$ cat src/rtl/sort_frequent_core_if.sv
// Data bus of the Huffman frequency sorter: packed per-symbol counts in and
// the sorted {symbol, count} list out. There is no handshake on this bus.
interface sort_frequent_core_if #(
    parameter int NUM_SYM = 4,
    parameter int FREQ_W  = 4
);
    logic [NUM_SYM*FREQ_W-1:0]   FREQUENT_IN;
    logic [NUM_SYM*2*FREQ_W-1:0] FREQUENT_OUT;

    // Valid/ready semantics: none. FREQUENT_IN is sampled once per round in
    // LOAD; FREQUENT_OUT changes only in DONE and is held for a full round.
    modport master (output FREQUENT_IN, input FREQUENT_OUT);
    modport slave  (input FREQUENT_IN, output FREQUENT_OUT);
endinterface

$ cat src/rtl/sort_frequent_core.sv
// Frequency sorter: odd-even transposition network, one phase per clock,
// re-sorting continuously. Define SORT_FREQUENT_DESCEND_EN for descending order.
module sort_frequent_core #(
    parameter int NUM_SYM = 4,
    parameter int FREQ_W  = 4
) (
    input  logic                       CLK,
    input  logic                       nRST,
    sort_frequent_core_if.slave        bus,
    output logic [1:0]                 state_dbg,
    output logic [$clog2(NUM_SYM)-1:0] ph_dbg
);
    localparam int PH_W  = $clog2(NUM_SYM);
    localparam int OUT_W = NUM_SYM * 2 * FREQ_W;
    localparam logic [PH_W-1:0] PH_LAST = PH_W'(NUM_SYM - 1);

    typedef enum logic [1:0] {
        LOAD = 2'd0,
        SORT = 2'd1,
        DONE = 2'd2
    } state_t;

    state_t            state_q, state_d;
    logic [PH_W-1:0]   ph_q, ph_d;
    logic [FREQ_W-1:0] idx_q [NUM_SYM];
    logic [FREQ_W-1:0] cnt_q [NUM_SYM];
    logic [FREQ_W-1:0] idx_d [NUM_SYM];
    logic [FREQ_W-1:0] cnt_d [NUM_SYM];
    logic [OUT_W-1:0]  out_pack;
    logic              publish;

    // Strict comparison keeps equal counts in their current order (stable sort).
    function automatic logic need_swap(input logic [FREQ_W-1:0] lo_cnt,
                                       input logic [FREQ_W-1:0] hi_cnt);
`ifdef SORT_FREQUENT_DESCEND_EN
        return lo_cnt < hi_cnt;
`else
        return lo_cnt > hi_cnt;
`endif
    endfunction

    always_comb begin
        state_d = state_q;
        ph_d    = ph_q;
        publish = 1'b0;
        for (int k = 0; k < NUM_SYM; k++) begin
            idx_d[k] = idx_q[k];
            cnt_d[k] = cnt_q[k];
        end

        case (state_q)
            LOAD: begin
                for (int k = 0; k < NUM_SYM; k++) begin
                    idx_d[k] = FREQ_W'(k);
                    cnt_d[k] = bus.FREQUENT_IN[FREQ_W*k +: FREQ_W];
                end
                ph_d    = '0;
                state_d = SORT;
            end
            SORT: begin
                // Even phases pair (0,1),(2,3)...; odd phases pair (1,2),(3,4)...
                for (int p = 0; p < NUM_SYM - 1; p++) begin
                    if (1'(p) == ph_q[0] && need_swap(cnt_q[p], cnt_q[p+1])) begin
                        idx_d[p]   = idx_q[p+1];
                        cnt_d[p]   = cnt_q[p+1];
                        idx_d[p+1] = idx_q[p];
                        cnt_d[p+1] = cnt_q[p];
                    end
                end
                if (ph_q == PH_LAST) begin
                    ph_d    = '0;
                    state_d = DONE;
                end else begin
                    ph_d = ph_q + PH_W'(1);
                end
            end
            DONE: begin
                publish = 1'b1;
                state_d = LOAD;
            end
            default: begin
                state_d = LOAD;
            end
        endcase
    end

    always_comb begin
        out_pack = '0;
        for (int j = 0; j < NUM_SYM; j++) begin
            out_pack[2*FREQ_W*j +: 2*FREQ_W] = {idx_q[j], cnt_q[j]};
        end
    end

    always_ff @(posedge CLK or negedge nRST) begin
        if (!nRST) begin
            state_q          <= LOAD;
            ph_q             <= '0;
            bus.FREQUENT_OUT <= '0;
            for (int k = 0; k < NUM_SYM; k++) begin
                idx_q[k] <= '0;
                cnt_q[k] <= '0;
            end
        end else begin
            state_q <= state_d;
            ph_q    <= ph_d;
            for (int k = 0; k < NUM_SYM; k++) begin
                idx_q[k] <= idx_d[k];
                cnt_q[k] <= cnt_d[k];
            end
            if (publish) begin
                bus.FREQUENT_OUT <= out_pack;
            end
        end
    end

    assign state_dbg = state_q;
    assign ph_dbg    = ph_q;
endmodule

$ cat src/flat_wrapper.sv
// flat-port wrapper written by rule: the top's interface ports become plain ports
module sort_frequent_core_flat 
#(
    parameter int NUM_SYM = 4,
    parameter int FREQ_W  = 4
)
  (CLK, nRST, state_dbg, ph_dbg, bus_FREQUENT_IN, bus_FREQUENT_OUT);
  sort_frequent_core_if #(.NUM_SYM(NUM_SYM), .FREQ_W(FREQ_W)) bus_i ();
  input  logic CLK;
  input  logic nRST;
  output logic [1:0] state_dbg;
  output logic [$clog2(NUM_SYM)-1:0] ph_dbg;
  input wire logic [$bits(bus_i.FREQUENT_IN)-1:0] bus_FREQUENT_IN;
  output wire logic [$bits(bus_i.FREQUENT_OUT)-1:0] bus_FREQUENT_OUT;
  assign bus_i.FREQUENT_IN = bus_FREQUENT_IN;
  assign bus_FREQUENT_OUT = bus_i.FREQUENT_OUT;
  sort_frequent_core #(.NUM_SYM(NUM_SYM), .FREQ_W(FREQ_W)) u_core (.CLK(CLK), .nRST(nRST), .bus(bus_i), .state_dbg(state_dbg), .ph_dbg(ph_dbg));
endmodule
$ cat config.mk
export PLATFORM = sky130hd
export DESIGN_NAME = sort_frequent_core_flat
export DESIGN_NICKNAME = d
export VERILOG_FILES = /design/src/rtl/sort_frequent_core_if.sv /design/src/rtl/sort_frequent_core.sv /design/src/flat_wrapper.sv
export SDC_FILE = /design/constraint.sdc
export NUM_CORES = 1
export LEC_CHECK = 0
export ABC_CLOCK_PERIOD_IN_PS = 2400
export BUFFER_PORTS_ARGS = -buffer_cell sky130_fd_sc_hd__buf_2
export CAP_MARGIN = 20
export CORE_MARGIN = 4
export CORE_UTILIZATION = 51
export DETAILED_ROUTE_END_ITERATION = 8
export PLACE_DENSITY = 0.76
export SETUP_SLACK_MARGIN = 0.5
export SLEW_MARGIN = 20
export SYNTH_ARGS = -nofsm -noshare
export SYNTH_HDL_FRONTEND = slang
export SYNTH_SLANG_ARGS = --single-unit
export TNS_END_PERCENT = 100
$ cat constraint.sdc
create_clock -name CLK -period 2.4 [get_ports CLK]
set_clock_uncertainty 0.15 [all_clocks]
set_input_delay 0.24 -clock CLK [delete_from_list [all_inputs] [get_ports CLK]]
set_output_delay 0.24 -clock CLK [all_outputs]
set_load 0.03 [all_outputs]
==> results.md, run 1 <==
- Entering global routing, the biggest net connects 69 pins.
- After floorplanning, the core was sized to cover 0.00635 mm².
- The worst setup path is captured at a flip-flop.
- Across the VDD grid, the largest voltage drop is 0.765 mV.
- In the routed design, unresolved DRC markers number 0.
- Dividing the detail-routed wire length by the instance count gives 19.8 µm.
- The count of H-tree levels built during CTS is 3.
- The flow ran to the end, and the final reports show no timing, DRC or antenna violations.
- The path type of the worst setup path is reg2reg.
- Global routing consumed, on the met3 layer, 3.54% of the routing resources.
- For this run, the detailed router's first-pass iteration total came to 5.
- In the final layout, the multi-input gates occupy 0.00180 mm².
- The synthesized cell area is 0.00332 mm².
- The launch instance of the worst min-delay path is bus_FREQUENT_IN[10].
- Setup violations remaining at the end of the flow were counted as 0.
- The internal portion of the total power is 2420 µW.
- The leakage power is 0.00217 µW.
- The min-delay analysis places its worst path in the category in2reg.
- The instance count along the most critical hold path is 3.
- The final count of pins violating max slew is 0.
- Synthesis handed over a netlist of 302 instances.
- The count of boundary I/O pins is 54.
- Synthesis inferred 68 register bits.
- In this run the critical register-to-register path is captured at u_core.cnt_q[4]$_DFFE_PN0P_.
- The clock tree from TritonCTS is built.
- The clock period could shrink to 2.32 ns.
- Once detailed placement completed, the half-perimeter wirelength came to 5.42 mm.
- The global routing met2 resource utilization is 35.9%.
- The met1 usage is 31.4%.
- The minimum setup slack among reg-to-reg paths is 0.08 ns.
- The number of cells on the worst reg-to-reg path is 10.
- At the worst endpoint, the arrival time is 2.43 ns.
- The insertion delay to the later sink of the worst-skew pair is 0.35 ns.
- STA puts the critical path data required time at 2.52 ns.
- The layer carrying the most global-route usage is met2.
- The detail route stage leaves a number of antenna-violating nets equal to 0.
- The power density of the placed cells is 806 mW/mm².
- The sequential standard cell area is 0.00170 mm².
- The net count after synthesis is 333.
- The worst slew slack as a fraction of its limit is 54.4%.
- The count of antenna diodes in the layout is 0.
- The worst-case clock buffer depth is 2.
- Summing internal, switching and leakage power gives 3700 µW.
- The initial antenna violation count is 0.
- The floorplan step defined a die boundary enclosing 0.00787 mm².
- Measured along the y axis, the die boundary spans 88.7 µm.
- The post-placement worst setup slack is 0.0389 ns.
- The startpoint identified for the worst register-to-register timing path is u_core.cnt_q[5]$_DFFE_PN0P_.
- Port buffering added 53 buffers.
- The actual slew at the worst max-slew pin is 0.667 ns.
- The Yosys warning count is 0.
- Of the synthesized area, sequential elements account for 51.2%.
- Buffers inserted during clock tree synthesis total 9.
- From synthesis to final layout, the design area changed by 38.3%.
- The largest fanout on the critical path is 4.
- Of the total power, the share spent switching nets is 34.7%.
- For this run, the top clock speed supported by timing is 432 MHz.
- The final weighted congestion in routability-driven placement is 0.909.
- The share of the cycle needed by the critical path after routing is 96.5%.
- The final count of hold timing violations was 0.
- The horizontal die dimension is 88.7 µm.
- The launching element type of the critical path is a flip-flop.
- The root buffer selected by CTS is clkbuf_8.
- The global router's overall resource usage is 22.7%.
- The initial utilization of the core area, before any placement, comes to 52.3%.
- The fill cell instance count of the final layout is 412.
- Across the run, the number of max-cap violations was 0.
- Setup repair after global routing could not meet its margin everywhere.
- The tightest hold path in the finished design has a slack of 0.0604 ns.
- The worst hold path terminates at u_core.cnt_q[6]$_DFFE_PN0P_.
- The first-pass GRT wire length is 13.7 mm.
- The final layout net count is 430.
- The tree built by TritonCTS fans out to 68 sinks.
- After the first detailed-routing iteration, the DRC count stood at 205.
- The final worst slack is 0.0836 ns.
- The accumulated negative setup slack is 0 ns.
- The number of global-route vias before repair came to 2799.
- The detail-routed via count per cell is 6.08.
- The unique cell type count in the Yosys netlist is 41.
- In this run the mean area of a mapped cell was 11.0 µm².
- The aggregate routed wire length is 9.54 mm.
- For this design the total switching power over the nets is 1280 µW.
- The initialized floorplan defines 29 standard-cell rows.
- The number of vias in the routed layout is 2925.
- The clock network burns 28.2% of the power.
- After clock tree synthesis, the clock-pin slew on the worst setup and hold paths is 0.08 ns.
- Combinational cells account for 32.4% of the total power.
- The fraction of power consumed by sequential logic is 39.4%.
- Global routing finished with a remaining overflow of 0.
- The share of layout cells above drive strength 1 is 47.5%.
## power by group through the flow
| stage | combinational, µW | sequential [µW] | clock [µW] |
|---|---|---|---|
| 5_1_grt | 1290 | 1490 | 1110 |
| 3_5_place_dp | 1030 | 1470 | 0 |
| 6_report | 1200 | 1460 | 1040 |
| 3_3_place_gp | 1020 | 1460 | 0 |
| 4_1_cts | 1090 | 1450 | 1050 |
| 2_1_floorplan | 314 | 1860 | 0 |
## flip-flops by register name, indices dropped and copies added (netlist names)
signal / flops
u_core.cnt_q: 16
u_core.bus.FREQUENT_OUT: 32
u_core.idx_q: 16
u_core.state_dbg: 2
u_core.ph_dbg: 2
## metrics by stage
stage	util [%]	instance area, µm²	cells
6_report	72.4	4590	481
2_1_floorplan	-	3370	302
5_1_grt	72.4	4590	481
3_3_place_gp	60.4	3830	438
4_1_cts	67.4	4280	471
3_5_place_dp	60.4	3830	438
## cell usage after synthesis (all sizes together)
master   instances  area share, %
dfrtp           68             51
nand2           41            4.6
mux2            24            8.1
o21ai           22            3.3
inv             20            2.3
ha              13            4.9
a21oi           11            2.0
clkbuf          11            1.2
nor2            11            1.3
o22a            10            2.6
a31oi            8            1.5
mux2i            8            2.4
a22oi            5            1.1
a32oi            5            1.3
buf              5           0.94
a2111oi          4            1.1
a221oi           4            1.1
and3             4           0.75
o31ai            4            2.1
a221o            3           0.90
nor2b            3           0.79
o22ai            3           0.57
a211oi           2           0.60
a2bb2oi          2           0.53
a41o             2           0.60
o211ai           2           0.45
o21a             2           0.45
or3              2           0.38
a211o            1           0.26
a21o             1           0.23
nand4            1           0.19
## cell families after synthesis
logic type,synth area share (%)
buf+inv,4.52
flops,51.2
mux,10.5
fa+ha+maj,4.90
compound gates,20.8
simple gates,8.06
## critical path, cell delays in order, from the launching register on
cell and delay [ns]:
dfrtp_1 0.42, buf_6 0.14, ha_4 0.26, nor2b_4 0.14, o211ai_1 0.10, buf_4 0.17, buf_6 0.12, a211oi_4 0.30
buf_6 0.18, a221oi_2 0.06, mux2i_1 0.17
## worst max path at each step
stage | start | to | slack [ns]
final | u_core.cnt_q[5]$_DFFE_PN0P_ | u_core.cnt_q[4]$_DFFE_PN0P_ | 0.08
after CTS | u_core.cnt_q[9]$_DFFE_PN0P_ | u_core.idx_q[9]$_DFFE_PN0P_ | 0.15
after floorplan | u_core.cnt_q[5]$_DFFE_PN0P_ | u_core.idx_q[10]$_DFFE_PN0P_ | 0.18
after detailed placement | u_core.cnt_q[5]$_DFFE_PN0P_ | u_core.idx_q[9]$_DFFE_PN0P_ | 0.04
after global routing | u_core.cnt_q[6]$_DFFE_PN0P_ | u_core.cnt_q[4]$_DFFE_PN0P_ | 0.03
after global placement | u_core.cnt_q[5]$_DFFE_PN0P_ | u_core.idx_q[10]$_DFFE_PN0P_ | 0.12
## layer usage
metal  up-vias  routed length (µm)
li1       1305                   -
met1      1449                4070
met2       147                4620
met3        24                 581
met4         0                 257
met5         -                   0
## layout make-up
class	instances	share of cell area (%)
multi-input combinational	198	39.3
sequential	68	37.1
timing repair buffer	102	15.2
clock buffer	11	3.08
tap	77	2.10
inverter	20	1.69
clock inverter	5	1.63
## repair_timing
action / in CTS / in global routing
resized for setup: 22 / 43
pin swaps: 19 / 30
endpoints found under the hold margin: 68 / 0
endpoints found under the setup margin: 32 / 32
buffers inserted: 16 / 10
hold buffers: 1 / 0
## cells in the final DEF (no fill, tap or decap), types with 4 or more instances in the layout
master / count
a21oi_1: 5
a21oi_4: 5
a221oi_2: 4
a31oi_1: 7
buf_2: 53
buf_4: 34
buf_6: 13
clkbuf_8: 10
dfrtp_1: 67
ha_1: 5
ha_4: 7
inv_1: 12
inv_2: 7
mux2_2: 16
mux2_4: 8
mux2i_1: 8
nand2_1: 40
nor2_1: 10
o21ai_0: 17
o21ai_1: 5
o22a_1: 10
Power figures use the tool's default switching activity.
==> run 2, diff against run 1 <==
Settings changed: CORE_UTILIZATION 51 to 53, CTS_BUF_LIST from default to sky130_fd_sc_hd__clkbuf_8, PLACE_DENSITY 0.76 to 0.79, TNS_END_PERCENT 100 to default.
==> run 2 against run 1 <==
  * Clock power is 9% lower
  * Critical path type unchanged
  * Die area down 3.4%
  * Register-to-register slack better by 0.02 ns
  * Largest cell class unchanged
  * Worst hold slack got worse by 0.015 ns
  * Global-route usage increased by 2.5 points
  * Highest routed layer unchanged
==> results.md, run 2 (synthesis gave the netlist of run 1 again) <==
- The most prevalent standard cell on the critical path is buf_12.
- The post-placement worst setup slack came to -0.0684 ns (-0.107 ns).
- Walking the worst path, the cells encountered are inv_2, ha_4, o21a_1, o31ai_4, buf_6, a21oi_4, buf_12, buf_12, or3_1, a32oi_1.
- The detail-routed via count per cell is 6.02 (-1.0%).
- The number of cells in the finished layout apart from fillers is 478 (-0.62%).
- The total global routing overflow was 0 (unchanged).
- The largest registers in the layout are u_core.bus.FREQUENT_OUT x32, u_core.cnt_q x16, u_core.idx_q x16.
- The actual slew at the worst max-slew pin is 0.645 ns (-0.0225 ns).
- The largest fanout on the critical path is 8 (+4).
- The worst hold path class is in2reg.
- The effective utilization at floorplan is 55.5% (+3.1 points).
- The maximum number of pins on one net before global-route repair is 69 (unchanged).
- The HPWL after detailed placement was 5.55 mm (+2.5%).
- The number of DRC markers after the initial detailed-route iteration is 237 (+16%).
- The overall power after layout was 3600 µW (-2.7%).
- The count of H-tree levels built during CTS came to 3 (unchanged).
- The first-pass GRT wire length is 14.5 mm (+5.9%).
- The CTS buffer count is 9 (unchanged).
- The flow ran to the end, and the final reports show no timing, DRC or antenna violations.
- The count of input and output buffers is 53 (unchanged).
- The count of boundary I/O pins came to 54 (unchanged).
- The number of placed cells counting well taps was 431 (-1.6%).
- The final setup violation count is 0 (unchanged).
- The library cell used most frequently in the layout, excluding fill and tap cells, is dfrtp_1.
- The post-synthesis to final-layout area growth is 38.1%.
- The clock transition at the registers of the reported paths came to 0.07 ns (about the same).
- Counting flops per register, the top entry is u_core.bus.FREQUENT_OUT.
- The power density of the placed cells is 786 mW/mm² (-2.5%).
- The critical-path cell with the highest stage delay is dfrtp_1.
- The routed wirelength normalized by instance count was 19.6 µm (-1.0%).
- The worst setup path is launched from a flip-flop.
- The count of antenna-violating nets left after detailed routing is 0 (unchanged).
- The final count of hold timing violations is 0 (unchanged).
- The sequential standard cell area is 0.00170 mm² (unchanged).
- The tree is rooted in a clkbuf_8.
- The number of sinks on the clock net is 68 (unchanged).
- The multi-input combinational cell area is 0.00179 mm² (-0.90%).
- The max-capacitance violation count is 0 (unchanged).
- The accumulated negative setup slack is 0 ns (unchanged).
- The leakage power is 0.00216 µW (-0.31%).
- The critical path is of the reg2reg type.
- The worst-case clock buffer depth came to 2 (unchanged).
- The die outline area is 0.00760 mm² (-3.4%).
- The number of rows created at floorplan came to 28 (-3.4%).
- The remaining design rule violation count was 0 (unchanged).
- The flip-flop count of the largest register after layout was 32 (unchanged).
- The global router's overall resource usage was 25.2% (+2.5 points).
- The worst slew slack as a fraction of its limit is 55.9% (+1.5 points).
- The final weighted congestion in routability-driven placement came to 0.953 (+4.9%).
- In the layout the commonest cells are dfrtp_1 (67), buf_2 (53), nand2_1 (40), buf_4 (31), o21ai_0 (17).
- TritonCTS built the clock tree.
- The achievable frequency is 435 MHz (+0.73%).
- Setup repair after global routing could not meet its margin everywhere.
- The final layout net count came to 431 (+0.23%).
- The core area is 0.00599 mm² (-5.7%).
- The insertion delay to the later sink of the worst-skew pair came to 0.35 ns (about the same).
- The required time at the endpoint of the critical path is 2.51 ns (about the same).
- The number of global-route vias before repair is 2854 (+2.0%).
- The iteration count of the initial detailed-routing pass is 5 (unchanged).
- The die height was 87.2 µm (-1.7%).
- The initial antenna violation count is 0 (unchanged).
- The horizontal die dimension is 87.2 µm (-1.7%).
- The share of the cycle needed by the critical path after routing was 95.8% (-0.70 points).
- The worst setup path is captured at a flip-flop.
- The arrival time of data at the critical path endpoint is 2.41 ns (-0.02 ns).
- The worst ir drop on vdd is 0.617 mV (-19%).
- The final worst slack is 0.100 ns (+0.0168 ns).
- The share of layout cells above drive strength 1 is 45.9% (-1.6 points).
- The final critical-path required period is 2.30 ns (-0.0168 ns).
- The number of vias in the routed layout is 2877 (-1.6%).
- The final count of pins violating max slew is 0 (unchanged).
- The aggregate routed wire length is 9.38 mm (-1.6%).
- The count of antenna diodes in the layout is 0 (unchanged).
- The fill cell instance count of the final layout is 374 (-9.2%).
- The peak per-stage delay on the critical path came to 0.41 ns (about the same).
run 2: worst paths after layout:
check / end / startpoint / slack (ns) / cells after the start
worst max register to register: u_core.idx_q[5]$_DFFE_PN0P_ / u_core.cnt_q[6]$_DFFE_PN0P_ / 0.10 / 10
worst min-delay path: u_core.cnt_q[5]$_DFFE_PN0P_ / bus_FREQUENT_IN[9] / 0.05 / 3
worst min register to register: u_core.bus.FREQUENT_OUT[0]$_DFFE_PN0N_ / u_core.bus.FREQUENT_OUT[0]$_DFFE_PN0N_ / 0.33 / 2
max in group asynchronous: u_core.state_dbg[1]$_DFFE_PN0P_ / nRST / 1.50 / 3
worst max-delay path: u_core.idx_q[5]$_DFFE_PN0P_ / u_core.cnt_q[6]$_DFFE_PN0P_ / 0.10 / 10
min in group asynchronous: u_core.bus.FREQUENT_OUT[1]$_DFFE_PN0N_ / nRST / 0.29 / 3
run 2: stage by stage:
stage / utilization [%] / area [µm²] / hold WS, ns
finish: 76.6 / 4590 / 0.0453
floorplan: - / 3370 / -0.206
detailed placement: 63.3 / 3790 / 0.138
global route: 76.6 / 4590 / 0.0659
CTS: 72.8 / 4360 / 0.0483
global placement: 63.3 / 3790 / 0.135
run 2: layer usage:
metal	routed length [µm]	part of all wire, %	GRT usage [%]	vias up
li1	-	-	-	1303
met1	4020	43	33.5	1407
met2	4510	48	40.5	140
met3	572	6.1	3.78	27
met4	284	3.0	12.0	0
met5	0	0	0	-
run 2: area by class of cell:
cell class	instances	share of cell area, %
clock buffer	11	3.30
clock inverter	3	0.846
inverter	20	1.69
multi-input combinational	199	39.0
sequential	68	37.1
tap	75	2.05
timing repair buffer	102	16.0
run 2: timing repair:
item	CTS	global route
setup endpoints to repair	32	33
resized for setup	30	30
gates cloned	2	0
buffers inserted	21	9
hold buffers	1	0
hold endpoints to repair	68	0
pin swaps	20	29
run 2: worst max-delay path, delay by kind of cell, from the launching register on:
| kind | cells | cell delay, ns |
|---|---|---|
| AO/OA/AOI/OAI | 4 | 0.58 |
| AND/OR/NAND/NOR | 1 | 0.30 |
| flip-flops | 1 | 0.41 |
| buffers and inverters | 4 | 0.55 |
| adder cells (fa/ha/maj) | 1 | 0.21 |
run 2: power breakdown:
part           total, µW  switching [µW]  internal, µW
clock                947             427           520
combinational       1200             743           459
sequential          1450             103          1350
==> run 3, diff against run 2 <==
Settings changed: RECOVER_POWER from default to 50.
==> run 3 against run 2 <==
  * Register-to-register slack barely moved
  * Via count fell by 0.38%
  * Combinational power barely moved
  * Die area did not move
  * Sequential cell count did not move
==> results.md, run 3 (synthesis gave the netlist of run 1 again) <==
- The run finished with clean final reports.
- The startpoint identified for the worst hold timing path is bus_FREQUENT_IN[9].
- The fraction of power consumed by sequential logic came to 40.7% (+0.3 points).
- The insertion delay to the later sink of the worst-skew pair was 0.35 ns (about the same).
- The number of rows created at floorplan is 28 (unchanged).
- The count of antenna diodes in the layout is 0 (unchanged).
- Traced cell by cell, the critical path runs through buf_4, ha_4, nor2b_4, o211ai_1, buf_4, buf_4, a211oi_4, buf_4, a221o_1.
- The worst hold path class is in2reg.
- The total global routing overflow is 0 (unchanged).
- The final weighted congestion in routability-driven placement is 0.953 (unchanged).
- The HPWL after detailed placement is 5.55 mm (unchanged).
- The number of cell instances on the worst register-to-register path is 9 (-1).
- The arrival time of data at the critical path endpoint is 2.44 ns (+0.03 ns).
- The library cells used most frequently in the layout, excluding fill and tap cells, are dfrtp_1 (67), nand2_1 (40), buf_2 (37), buf_4 (31), o21ai_0 (17).
- The most prevalent standard cell on the critical path is buf_4.
- The count of input and output buffers is 53 (unchanged).
- The global router's overall resource usage is 25.2% (unchanged).
- The power density of the placed cells is 784 mW/mm² (-0.28%).
- The placed standard-cell area came to 0.00379 mm² (unchanged).
- The post-synthesis to final-layout area growth is 37.5%.
- Setup repair after global routing could not meet its margin everywhere.
- The CTS buffer count was 9 (unchanged).
- The maximum number of pins on one net before global-route repair is 69 (unchanged).
- The register containing the most flip-flops in the final layout is u_core.bus.FREQUENT_OUT.
- The first-pass GRT wire length is 14.5 mm (unchanged).
- In the final layout, the registers with the most flip-flops are u_core.bus.FREQUENT_OUT x32, u_core.cnt_q x16, u_core.idx_q x16.
- The worst register-to-register path ends at u_core.idx_q[7]$_DFFE_PN0P_.
- The switching power total is 1270 µW (+0.12%).
- The final count of hold timing violations is 0 (unchanged).
- The largest fanout on the critical path was 5 (-3).
- Among all stages on the critical path, the largest delay is contributed by dfrtp_1.
- The number of vias in the routed layout is 2866 (-0.38%).
- The detail-routed via count per cell is 6.00 (-0.38%).
- The number of placed cells counting well taps is 431 (unchanged).
- The clock tree from TritonCTS is built.
- The remaining design rule violation count is 0 (unchanged).
- The instance count along the most critical hold path is 3 (unchanged).
- The share of the cycle needed by the critical path after routing is 96.2% (+0.39 points).
- The max-capacitance violation count came to 0 (unchanged).
- The horizontal die dimension is 87.2 µm (unchanged).
- The number of DRC markers after the initial detailed-route iteration is 231 (-2.5%).
- The routed wirelength normalized by instance count came to 19.6 µm (about the same).
- The worst-case clock buffer depth is 2 (unchanged).
- The switching power share of the total is 35.6% (+0.30 points).
- The flip-flop count of the largest register after layout was 32 (unchanged).
- The count of H-tree levels built during CTS came to 3 (unchanged).
- The iteration count of the initial detailed-routing pass is 5 (unchanged).
- Leaving out fill and tap cells, the most frequent cell in the layout is dfrtp_1.
- The accumulated negative setup slack is 0 ns (unchanged).
- The aggregate routed wire length is 9.38 mm (about the same).
- The setup path with the least slack is of type reg2reg.
- The count of boundary I/O pins was 54 (unchanged).
- The launching element type of the critical path is a flip-flop.
- The peak per-stage delay on the critical path came to 0.41 ns (about the same).
- The startpoint of the worst-slack reg-to-reg timing path is u_core.cnt_q[5]$_DFFE_PN0P_.
- The core area is 0.00599 mm² (unchanged).
- The post-route cell area is 0.00457 mm² (-0.44%).
- The die outline area came to 0.00760 mm² (unchanged).
- The clock group share of total power is 26.4% (about the same).
- The combinational power share is 32.8% (-0.6 points).
- The clock transition at the registers of the reported paths came to 0.07 ns (about the same).
- The internal power summed over all cells came to 2300 µW (-1.2%).
- The required time at the endpoint of the critical path was 2.53 ns (+0.02 ns).
- The share of layout cells above drive strength 1 came to 41.9% (-4.0 points).
- The number of cells in the finished layout apart from fillers is 478 (unchanged).
- The minimum setup slack among reg-to-reg paths came to 0.09 ns (about the same).
- The fill cell instance count of the final layout came to 377 (+0.80%).
- The count of antenna-violating nets left after detailed routing is 0 (unchanged).
- The initial antenna violation count was 0 (unchanged).
- The achievable frequency is 433 MHz (-0.40%).
- The number of global-route vias before repair came to 2854 (unchanged).
- The leakage power is 0.00211 µW (-2.3%).
- The actual slew at the worst max-slew pin is 0.653 ns (+0.00881 ns).
- The kind of end point of the critical path is a flip-flop.
- The number of sinks on the clock net was 68 (unchanged).
- The final setup violation count is 0 (unchanged).
- The worst slew slack as a fraction of its limit is 55.3% (-0.60 points).
- The effective utilization at floorplan is 55.5% (unchanged).
- The final count of pins violating max slew is 0 (unchanged).
- The worst ir drop on vdd is 0.604 mV (-2.1%).
- The die height is 87.2 µm (unchanged).
- The path with the worst hold slack has its endpoint at u_core.cnt_q[5]$_DFFE_PN0P_.
- The final layout net count is 431 (unchanged).
- The final critical-path required period is 2.31 ns (+0.00932 ns).
- The root buffer selected by CTS is clkbuf_8.
-- run 3: changes by cell type in the layout (fill, tap and decap cells not counted) --
cell and delta:
buf_2 -16, clkbuf_1 +16
-- run 3: timing repair --
action                                 in CTS  in global routing
pin swaps                                  20                 29
hold buffers                                1                  0
setup endpoints to repair                  32                 33
gates cloned                                2                  0
buffers inserted                           21                  9
gates resized for setup                    30                 30
endpoints found under the hold margin      68                  0
-- run 3: how the worst max path moves through the flow --
stage / from / slack [ns] / end / depth (start not counted)
floorplan: u_core.cnt_q[5]$_DFFE_PN0P_ / 0.18 / u_core.idx_q[10]$_DFFE_PN0P_ / 7
global placement: u_core.cnt_q[5]$_DFFE_PN0P_ / 0.09 / u_core.idx_q[10]$_DFFE_PN0P_ / 7
detailed placement: u_core.cnt_q[7]$_DFFE_PN0P_ / -0.07 / u_core.idx_q[7]$_DFFE_PN0P_ / 7
CTS: u_core.cnt_q[5]$_DFFE_PN0P_ / 0.13 / u_core.idx_q[5]$_DFFE_PN0P_ / 10
global route: u_core.cnt_q[5]$_DFFE_PN0P_ / 0.03 / u_core.cnt_q[4]$_DFFE_PN0P_ / 9
finish: u_core.cnt_q[5]$_DFFE_PN0P_ / 0.09 / u_core.idx_q[7]$_DFFE_PN0P_ / 9
-- run 3: layout make-up --
type	count	area, µm²	share of cell area [%]
Timing Repair Buffer	102	714	15.6
Clock inverter	3	38.8	0.849
Tap cell	75	93.8	2.05
Multi-Input combinational cell	199	1790	39.2
Clock buffer	11	151	3.32
Sequential cell	68	1700	37.3
Inverter	20	77.6	1.70
-- run 3: metal layers --
layer | global-route usage, % | vias to the layer above | share of wire [%]
li1 | - | 1303 | -
met1 | 33.5 | 1415 | 43
met2 | 40.5 | 121 | 48
met3 | 3.78 | 27 | 5.9
met4 | 12.0 | 0 | 3.1
met5 | 0 | - | 0
-- run 3: critical path: cells and delay by family (launching register included) --
family	cells	cell delay, ns
compound gates	3	0.62
fa+ha+maj	1	0.27
buf+inv	4	0.67
flops	1	0.41
simple gates	1	0.12
-- run 3: metrics by stage --
step | total power [µW] | setup WS (ns) | utilization [%] | hold slack [ns]
finish | 3580 | 0.0911 | 76.2 | 0.0447
global route | 3740 | 0.0315 | 76.2 | 0.0659
CTS | 3540 | 0.130 | 72.8 | 0.0483
detailed placement | 2500 | -0.0684 | 63.3 | 0.138
global placement | 2480 | 0.0933 | 63.3 | 0.135
floorplan | 2170 | 0.180 | - | -0.206
-- run 3: power by group through the flow --
stage          logic [µW]  clock network (µW)  registers, µW
2_1_floorplan         314                   0           1860
3_3_place_gp         1020                   0           1460
3_5_place_dp         1030                   0           1480
4_1_cts              1130                 954           1450
5_1_grt              1250                1010           1490
6_report             1170                 947           1460
